===== src/rtl/pilot_insert_stream_if.sv =====
`default_nettype none
// ============================================================================
//  Module   : pilot_insert_stream_if
//  Purpose  : Valid/ready sample stream bundle (data, valid, ready).
//  Modports : master - drives data/valid, receives ready
//             slave  - receives data/valid, drives ready
//  Revision : 1.0 - initial release
// ============================================================================
interface pilot_insert_stream_if #(
    parameter int DATA_W = 32
) ();
    logic [DATA_W-1:0] data;
    logic              valid;
    logic              ready;

    modport master (output data, output valid, input  ready);
    modport slave  (input  data, input  valid, output ready);
endinterface
`default_nettype wire


===== src/rtl/pilot_insert_stream.sv =====
`default_nettype none
// ============================================================================
//  Module   : pilot_insert_stream
//  Purpose  : Inserts pilot samples from a table into a data stream, one pilot
//             before every pilot_interval data samples, framed to
//             frame_length output samples (pilots included).
//  Ports    : clk, rst_n            - clock, asynchronous active-low reset
//             s_if (slave)          - upstream samples (data/valid/ready)
//             m_if (master)         - downstream samples (data/valid/ready)
//             frame_length_i        - output samples per frame
//             pilot_interval_i      - data samples between pilots
//             pilot_values_i        - pilot table, entry k at [k*DATA_W +: DATA_W]
//             pilot_inserted_o      - current output is a pilot
//             frame_end_o           - current output is last of its frame
//             error_o               - configuration sampled in IDLE is invalid
//  Revision : 1.0 - initial release
// ============================================================================
module pilot_insert_stream #(
    parameter int DATA_W                = 32,
    parameter int CNT_W                 = 13,
    parameter int NUM_PILOTS            = 4,
    parameter int PILOT_RESET_PER_FRAME = 1
) (
    input  wire logic                         clk,
    input  wire logic                         rst_n,
    pilot_insert_stream_if.slave              s_if,
    pilot_insert_stream_if.master             m_if,
    input  wire logic [CNT_W-1:0]             frame_length_i,
    input  wire logic [CNT_W-1:0]             pilot_interval_i,
    input  wire logic [NUM_PILOTS*DATA_W-1:0] pilot_values_i,
    output logic                              pilot_inserted_o,
    output logic                              frame_end_o,
    output logic                              error_o
);
    localparam int             IDX_W    = (NUM_PILOTS > 1) ? $clog2(NUM_PILOTS) : 1;
    localparam logic [IDX_W-1:0] IDX_LAST = IDX_W'(NUM_PILOTS - 1);

    localparam logic [1:0] ST_IDLE  = 2'd0;
    localparam logic [1:0] ST_PILOT = 2'd1;
    localparam logic [1:0] ST_DATA  = 2'd2;

    logic [1:0]        state_q, state_d;
    logic [DATA_W-1:0] data_q, data_d;
    logic              valid_q, valid_d;
    logic              pilot_q, pilot_d;
    logic              last_q, last_d;
    logic              error_q, error_d;
    logic [CNT_W-1:0]  cnt_frame_q, cnt_frame_d;
    logic [CNT_W-1:0]  cnt_data_q, cnt_data_d;
    logic [CNT_W-1:0]  frame_len_q, frame_len_d;
    logic [CNT_W-1:0]  interval_q, interval_d;
    logic [IDX_W-1:0]  pilot_idx_q, pilot_idx_d;

    logic              load_ok;
    logic              load_en;
    logic              cfg_ok;
    logic              in_xfer;
    logic              frame_last;
    logic              interval_last;
    logic [DATA_W-1:0] pilot_sel;

    // Output register may take a new sample when empty or being drained.
    assign load_ok       = !valid_q || m_if.ready;
    assign cfg_ok        = (frame_length_i >= CNT_W'(2)) && (pilot_interval_i != '0);
    assign in_xfer       = (state_q == ST_DATA) && load_ok && s_if.valid;
    assign frame_last    = (cnt_frame_q == frame_len_q - CNT_W'(1));
    assign interval_last = (cnt_data_q == interval_q - CNT_W'(1));

    assign s_if.ready       = (state_q == ST_DATA) && load_ok;
    assign m_if.data        = data_q;
    assign m_if.valid       = valid_q;
    assign pilot_inserted_o = pilot_q;
    assign frame_end_o      = last_q;
    assign error_o          = error_q;

    always_comb begin : p_pilot_sel
        pilot_sel = pilot_values_i[DATA_W-1:0];
        for (int k = 0; k < NUM_PILOTS; k++) begin
            if (pilot_idx_q == IDX_W'(k)) begin
                pilot_sel = pilot_values_i[k*DATA_W +: DATA_W];
            end
        end
    end

    // ---------------- FSM: state register ----------------
    always_ff @(posedge clk or negedge rst_n) begin : p_state_reg
        if (!rst_n) begin
            state_q <= ST_IDLE;
        end else begin
            state_q <= state_d;
        end
    end

    // ---------------- FSM: next state ----------------
    // The last sample of a frame always returns to IDLE, cutting short any
    // partially filled pilot interval.
    always_comb begin : p_next_state
        state_d = state_q;
        case (state_q)
            ST_IDLE: begin
                if (cfg_ok && s_if.valid && load_ok) begin
                    state_d = ST_PILOT;
                end
            end
            ST_PILOT: begin
                if (load_ok) begin
                    state_d = frame_last ? ST_IDLE : ST_DATA;
                end
            end
            ST_DATA: begin
                if (in_xfer) begin
                    if (frame_last) begin
                        state_d = ST_IDLE;
                    end else if (interval_last) begin
                        state_d = ST_PILOT;
                    end
                end
            end
            default: state_d = ST_IDLE;
        endcase
    end

    // ---------------- FSM: outputs / datapath next values ----------------
    always_comb begin : p_outputs
        data_d      = data_q;
        valid_d     = valid_q;
        pilot_d     = pilot_q;
        last_d      = last_q;
        error_d     = error_q;
        cnt_frame_d = cnt_frame_q;
        cnt_data_d  = cnt_data_q;
        pilot_idx_d = pilot_idx_q;
        frame_len_d = frame_len_q;
        interval_d  = interval_q;
        load_en     = 1'b0;

        // Drained with nothing new to load: the output slot empties.
        if (load_ok) begin
            valid_d = 1'b0;
            pilot_d = 1'b0;
            last_d  = 1'b0;
        end

        case (state_q)
            ST_IDLE: begin
                // Configuration is captured only here and frozen for the frame.
                frame_len_d = frame_length_i;
                interval_d  = pilot_interval_i;
                error_d     = !cfg_ok;
            end
            ST_PILOT: begin
                if (load_ok) begin
                    load_en     = 1'b1;
                    data_d      = pilot_sel;
                    pilot_d     = 1'b1;
                    cnt_data_d  = '0;
                    pilot_idx_d = (pilot_idx_q == IDX_LAST) ? '0 : pilot_idx_q + IDX_W'(1);
                end
            end
            ST_DATA: begin
                if (in_xfer) begin
                    load_en    = 1'b1;
                    data_d     = s_if.data;
                    pilot_d    = 1'b0;
                    cnt_data_d = cnt_data_q + CNT_W'(1);
                end
            end
            default: ;
        endcase

        if (load_en) begin
            valid_d = 1'b1;
            last_d  = frame_last;
            if (frame_last) begin
                cnt_frame_d = '0;
                if (PILOT_RESET_PER_FRAME != 0) begin
                    pilot_idx_d = '0;
                end
            end else begin
                cnt_frame_d = cnt_frame_q + CNT_W'(1);
            end
        end
    end

    always_ff @(posedge clk or negedge rst_n) begin : p_datapath_reg
        if (!rst_n) begin
            data_q      <= '0;
            valid_q     <= 1'b0;
            pilot_q     <= 1'b0;
            last_q      <= 1'b0;
            error_q     <= 1'b0;
            cnt_frame_q <= '0;
            cnt_data_q  <= '0;
            pilot_idx_q <= '0;
            frame_len_q <= '0;
            interval_q  <= '0;
        end else begin
            data_q      <= data_d;
            valid_q     <= valid_d;
            pilot_q     <= pilot_d;
            last_q      <= last_d;
            error_q     <= error_d;
            cnt_frame_q <= cnt_frame_d;
            cnt_data_q  <= cnt_data_d;
            pilot_idx_q <= pilot_idx_d;
            frame_len_q <= frame_len_d;
            interval_q  <= interval_d;
        end
    end
endmodule
`default_nettype wire


===== src/flat_wrapper.sv =====
// flat-port wrapper written by rule: the top's interface ports become plain ports
module pilot_insert_stream_flat 
#(
    parameter int DATA_W                = 32,
    parameter int CNT_W                 = 13,
    parameter int NUM_PILOTS            = 4,
    parameter int PILOT_RESET_PER_FRAME = 1
)
  (clk, rst_n, frame_length_i, pilot_interval_i, pilot_values_i, pilot_inserted_o, frame_end_o, error_o, s_if_data, s_if_valid, s_if_ready, m_if_data, m_if_valid, m_if_ready);
  pilot_insert_stream_if #(.DATA_W(DATA_W)) s_if_i ();
  pilot_insert_stream_if #(.DATA_W(DATA_W)) m_if_i ();
  input  wire logic clk;
  input  wire logic rst_n;
  input  wire logic [CNT_W-1:0] frame_length_i;
  input  wire logic [CNT_W-1:0] pilot_interval_i;
  input  wire logic [NUM_PILOTS*DATA_W-1:0] pilot_values_i;
  output logic pilot_inserted_o;
  output logic frame_end_o;
  output logic error_o;
  input wire logic [$bits(s_if_i.data)-1:0] s_if_data;
  input wire logic [$bits(s_if_i.valid)-1:0] s_if_valid;
  output wire logic [$bits(s_if_i.ready)-1:0] s_if_ready;
  output wire logic [$bits(m_if_i.data)-1:0] m_if_data;
  output wire logic [$bits(m_if_i.valid)-1:0] m_if_valid;
  input wire logic [$bits(m_if_i.ready)-1:0] m_if_ready;
  assign s_if_i.data = s_if_data;
  assign s_if_i.valid = s_if_valid;
  assign s_if_ready = s_if_i.ready;
  assign m_if_data = m_if_i.data;
  assign m_if_valid = m_if_i.valid;
  assign m_if_i.ready = m_if_ready;
  pilot_insert_stream #(.DATA_W(DATA_W), .CNT_W(CNT_W), .NUM_PILOTS(NUM_PILOTS), .PILOT_RESET_PER_FRAME(PILOT_RESET_PER_FRAME)) u_core (.clk(clk), .rst_n(rst_n), .s_if(s_if_i), .m_if(m_if_i), .frame_length_i(frame_length_i), .pilot_interval_i(pilot_interval_i), .pilot_values_i(pilot_values_i), .pilot_inserted_o(pilot_inserted_o), .frame_end_o(frame_end_o), .error_o(error_o));
endmodule

===== config.mk =====
export PLATFORM = sky130hd
export DESIGN_NAME = pilot_insert_stream_flat
export DESIGN_NICKNAME = d
export VERILOG_FILES = /design/src/rtl/pilot_insert_stream_if.sv /design/src/rtl/pilot_insert_stream.sv /design/src/flat_wrapper.sv
export SDC_FILE = /design/constraint.sdc
export NUM_CORES = 1
export LEC_CHECK = 0
export ABC_CLOCK_PERIOD_IN_PS = 2400
export BUFFER_PORTS_ARGS = -buffer_cell sky130_fd_sc_hd__buf_4
export CORE_MARGIN = 8
export CORE_UTILIZATION = 47
export CTS_BUF_LIST = sky130_fd_sc_hd__clkbuf_4
export DETAILED_ROUTE_END_ITERATION = 7
export PLACE_DENSITY = 0.8
export SLEW_MARGIN = 20
export SYNTH_ARGS = -nofsm -noshare
export SYNTH_HDL_FRONTEND = slang
export SYNTH_SLANG_ARGS = --single-unit

===== constraint.sdc =====
create_clock -name clk -period 2.4 [get_ports clk]
set_input_delay 0.48 -clock clk [delete_from_list [all_inputs] [get_ports clk]]
set_output_delay 0.48 -clock clk [all_outputs]
set_load 0.005 [all_outputs]

Word-level counts from Yosys, hierarchy flattened. Cells that the tools add are included.

Bits in registers: 92. Output and inout bits: 37.

Add/sub/neg operators: 5. Order comparisons: 1. Eq/ne operators: 11. Muxes and demuxes: 32. Reductions and logical operators: 14.

Operators by type and width (number): two-way mux 32 bit (5); one-hot mux 32 bit (2 select lines) (1); two-way mux 13 bit (3); adder 13 x 1 -> 13 bit (second input constant) (2); equality test 13 bit (2); one-hot mux 13 bit (2 select lines) (1); subtractor 13 x 1 -> 13 bit (second input constant) (2); two-way mux 2 bit (11); >= comparator 13 x 2 -> 1 bit (second input constant) (1); nonzero test 13 bit (1); two-way mux 1 bit (8); equality test 2 bit (second input constant) (3); inequality test 2 x 1 -> 1 bit (second input constant) (3); one-hot mux 2 bit (3 select lines) (1); logical AND 1 bit (5); equality test 2 x 1 -> 1 bit (second input constant) (2); one-hot mux 1 bit (2 select lines) (2); AND reduction 4 bit (1); nonzero test 2 bit (2); inequality test 3 x 1 -> 1 bit (second input constant) (1); AND reduction 3 bit (1); adder 2 x 1 -> 2 bit (second input constant) (1); logical NOT 1 bit (2); logical NOT 2 bit (1); logical OR 1 bit (1).

Longest topological paths before layout.
Word-level depth: 7. Depth in mapped cells: 10. Mapped depth without buffers: 9.

Worst setup path after synthesis. OpenSTA, ideal clock, no wires.

Path type: reg-to-reg. Start: register u_core.frame_len_q[0]. End: register u_core.state_q[1]. Library setup time: 0.122 ns. Arrival time: 2.266 ns. Required time: 2.278 ns. Slack: 0.012 ns. Cell stages (with the launch flop): 10. Path buffers: 0. Clock period less this slack: 2.388 ns. Cells stage by stage: dfrtp_1 > inv_1 > ha_1 > or4b_4 > or2_1 > xor2_1 > o211ai_2 > a31oi_1 > a21o_1 > a32o_1.

Longest elaborated chain between the ends: 5. Elaborated cells between the ends (all ways): 9.

Ends and longest elaborated chain: start, declared (RTL line pilot_insert_stream.sv:50) `logic [CNT_W-1:0] frame_len_q, frame_len_d;`; start signal, assigned (RTL line pilot_insert_stream.sv:206) `frame_len_q <= frame_len_d;`; subtractor 13 x 1 -> 13 bit * (RTL line pilot_insert_stream.sv:66) `assign frame_last = (cnt_frame_q == frame_len_q - CNT_W'(1));`; equality test 13 bit * (RTL line pilot_insert_stream.sv:66); two-way mux 2 bit, on equally long branches (RTL line pilot_insert_stream.sv:112, pilot_insert_stream.sv:107); two-way mux 2 bit, on equally long branches (RTL line pilot_insert_stream.sv:111, pilot_insert_stream.sv:106); one-hot mux 2 bit (3 select lines) (RTL line pilot_insert_stream.sv:99) `case (state_q)`; end signal, assigned (RTL line pilot_insert_stream.sv:90) `state_q <= state_d;`; end, declared (RTL line pilot_insert_stream.sv:42) `logic [1:0] state_q, state_d;`.

Every way passes the cells marked *; elsewhere a longest branch is shown, timed or not. The select of a mux whose other input is x is not followed. A chain may end at the register's enable or synchronous reset.

Final worst setup path.
Start: register u_core.interval_q[1]. End: register u_core.state_q[0].

Longest elaborated chain between the ends: 4.

Ends and longest elaborated chain: start, declared (RTL line pilot_insert_stream.sv:51) `logic [CNT_W-1:0] interval_q, interval_d;`; start signal, assigned (RTL line pilot_insert_stream.sv:207) `interval_q <= interval_d;`; subtractor 13 x 1 -> 13 bit (RTL line pilot_insert_stream.sv:67) `assign interval_last = (cnt_data_q == interval_q - CNT_W'(1));`; equality test 13 bit (RTL line pilot_insert_stream.sv:67); inequality test 3 x 1 -> 1 bit (no source line); AND reduction 4 bit (no source line).

Every way passes these cells.

==> impl_metrics.py <==
metrics = {
    "timing": {
        "slew_headroom_pct": 53.78,
        "setup_viol": 5,
        "rsz0062_at_grt": "yes",
        "fmaxAchievable_mhz": 411.4,
        "maxSlewViolCount": 0,
        "setup_tns_ns": -0.08684,
        "min_period_ns": 2.430,
        "tightest_slew_ns": 0.6907,
        "finalHoldViolCount": 0,
        "fin_ws_ns": -0.03049,
        "finalClockSkew_ns": 0.02049,
        "fin_crit_sh_pct": 101.3,
    },
    "global_route": {
        "grtUsageMet1_pct": 28.13,
        "grt_pass1_wl_um": 31110,
        "track_usage_pct": 23.45,
        "grt_use_met3_pct": 5.834,
        "grt.busiest_layer": "met2",
        "grt_start_max_net_pins": 65,
        "grt_pass1_vias": 6038,
        "grt.met2_usage_pct": 40.80,
        "antenna_found_initial": 1,
        "grt_overflow": 0,
    },
    "place": {
        "port_buffers": 226,
        "place.gp.congestion": 0.8949,
        "pre_cts_slack_ns": -0.1214,
        "placed_area_um2": 8174,
        "hpwl_um": 15980,
        "place_inst": 1103,
    },
    "routing": {
        "via_count": 6097,
        "viasPerCell": 5.410,
        "routed_wl_um": 20030,
        "drc": 0,
        "drt-initial-drc-count": 308,
        "wl_per_cell_um": 17.77,
        "drt_first_pass_iters": 5,
        "detail-route-antenna-nets": 0,
    },
    "pwr": {
        "finalPower_mw": 9.509,
        "power.density_nw_per_um2": 1122,
        "ir_drop_uv": 518.4,
        "leakagePower_nw": 3.849,
    },
    "cts": {
        "clockRootBuffer": "clkbuf_4",
        "cts_max_path_buffers": 2,
        "cts_tree": "built",
        "cts_buffers": 9,
        "clk_latency_ns": 0.46,
        "cts_sinks": 92,
        "clkTransAtPathRegs_ns": 0.15,
        "ctsHtreeMaxLevel": 3,
    },
    "logic_synthesis": {
        "seq_area_frac_synth_pct": 37.88,
        "yosys_warnings": 0,
        "synthArstFlopShare_pct": 100.0,
        "synth_nets": 906,
        "synth_seq_cells": 92,
        "synth_top_cells_by_area": "dfrtp_1 38%, mux2i_1 5.6%, o21ai_0 5.6%, nor2_1 4.9%, a21oi_1 4.9%",
        "synth_cell_types": 66,
        "netlist_area_um2": 6078,
        "synth_area_leader_cell": "dfrtp_1",
        "synthFlopType": "dfrtp_1",
        "synth_edf_count": 0,
        "synth_cells": 705,
        "syn-mean-instance-area_um2": 8.622,
        "synth_top_area_share_pct": 37.88,
    },
    "floorplanning": {
        "die_area_um2": 16830,
        "initial_utilization_pct": 48.17,
        "core_um2": 12620,
        "num_rows": 41,
        "fp.dieW_um": 129.7,
        "io_pins": 227,
        "die_h_um": 129.7,
    },
    "finish": {
        "area_growth_pct": 39.42,
        "fin_cells": 1127,
        "layout_common_cells": "266 x buf_4, 92 x dfrtp_1, 79 x nor2_1",
        "finalNetCount": 1150,
        "fillers": 1063,
        "drive_gt1_share_pct": 36.69,
        "design_area_um2": 8474,
        "multi_input_comb_area_um2": 3642,
        "mostFrequentLayoutCell": "buf_4",
        "ff_latch_area_um2": 2302,
    },
    "setup_path": {
        "required_ns": 2.80,
        "cpLargestDelayFamily": "simple AND/OR/NAND/NOR gates",
        "crit_path_end": "u_core.state_q[0]",
        "cp_cell_sequence": "or4_4 -> buf_4 -> nor4_4 -> xnor2_1 -> nor4_2 -> o2111ai_2 -> buf_4 -> mux2i_1 -> a22o_1",
        "r2r-end": "u_core.state_q[0]",
        "reg2regPathDepth": 9,
        "setup.worst_path.start_class": "register",
        "path_buf_inv": 2,
        "arrival_ns": 2.83,
        "worst-path-stages": 9,
        "crit_top_cell": "buf_4",
        "critPathKind": "register to register",
        "cp-startpoint": "u_core.interval_q[1]",
        "critical_path.endpoint_type": "register",
        "cpPeakStageDelay_ns": 0.57,
        "reg2reg_slack_ns": -0.03,
        "crit_path_max_fanout": 5,
        "r2r-start": "u_core.interval_q[1]",
        "worst_path_max_delay_cell": "or4_4",
    },
    "min_path": {
        "hp-class": "input port to register",
    },
    "outcome": {
        "violations": "setup timing",
        "outcome": "finished, violations left",
    },
    "run": {
        "drv_cap": 0,
    },
}
## worst reg2reg max path: stages (launching register included)
cell,delay (ns)
dfrtp_1,0.43
or4_4,0.57
buf_4,0.18
nor4_4,0.15
xnor2_1,0.12
nor4_2,0.25
o2111ai_2,0.17
buf_4,0.17
mux2i_1,0.16
a22o_1,0.17
## what timing repair did
action | CTS | global route
hold buffers | 1 | 0
gates resized for setup | 6 | 22
setup buffers | 3 | 1
endpoints found under the setup margin | 17 | 18
pin swaps | 5 | 14
hold endpoints to repair | 37 | 0
cloned | 2 | 0
## power breakdown
group | total, mW | internal (mW) | leakage, nW | switching (mW)
Sequential | 2.77 | 2.20 | 1.14 | 0.567
Clock | 0.814 | 0.228 | 0.0671 | 0.586
Combinational | 5.93 | 2.77 | 2.64 | 3.15
Total | 9.51 | 5.20 | 3.85 | 4.31
## worst min-delay path by stage
| stage | startpoint | end | cells past startpoint |
|---|---|---|---|
| after global placement | u_core.m_if.data[27] | u_core.m_if.data[27] | 2 |
| after global routing | frame_length_i[0] | u_core.frame_len_q[0] | 3 |
| after detailed placement | u_core.m_if.data[10] | u_core.m_if.data[10] | 2 |
| after floorplan | rst_n | u_core.cnt_data_q[0] | 0 |
| final | frame_length_i[0] | u_core.frame_len_q[0] | 3 |
| after CTS | frame_length_i[0] | u_core.frame_len_q[0] | 3 |
## through the flow
stage          hold WS (ns)  util [%]
2_1_floorplan        0.1844         -
3_3_place_gp         0.4651     64.77
3_5_place_dp         0.4707     64.77
4_1_cts              0.2020     66.43
5_1_grt              0.2099     67.15
6_report             0.2246     67.15
## state kept, by name, summed over array words and instances, names as in the netlist
register	flops
u_core.m_if.data	32
u_core.cnt_data_q	13
u_core.cnt_frame_q	13
u_core.frame_len_q	13
u_core.interval_q	13
u_core.pilot_idx_q	2
u_core.state_q	2
u_core.error_o	1
u_core.frame_end_o	1
u_core.m_if.valid	1
u_core.pilot_inserted_o	1
## metal layers
metal | up-vias | routed length (um)
met1 | 2857 | 8239
li1 | 3010 | -
met4 | 0 | 340
met2 | 206 | 10050
met3 | 24 | 1400
met5 | - | 0
## cell usage after synthesis (11+ instances only)
master / count
dfrtp_1: 92
nor2_1: 80
nand2_1: 76
o21ai_0: 68
a21oi_1: 59
mux2i_1: 34
clkbuf_1: 31
xor2_1: 26
o211ai_1: 23
mux2_2: 21
xnor2_1: 21
inv_1: 17
nand3_1: 16
ha_1: 11
## cells by family after synthesis
| group | Yosys count | synth area share [%] |
|---|---|---|
| fa+ha+maj | 11 | 2.264 |
| xor+xnor | 47 | 6.772 |
| simple gates | 247 | 19.99 |
| flops | 92 | 37.88 |
| buf+inv | 60 | 4.282 |
| mux | 55 | 9.490 |
| compound gates | 193 | 19.33 |
## area by class of cell
class | count | area share [%]
well taps | 172 | 2.539
clock buffers | 9 | 0.7973
inverters | 17 | 0.7530
clock inverters | 7 | 0.7087
flip-flops and latches | 92 | 27.17
repair buffers | 274 | 25.03
multi-input cells | 555 | 42.98
diodes | 1 | 0.02953
Power figures use the tool's default switching activity.
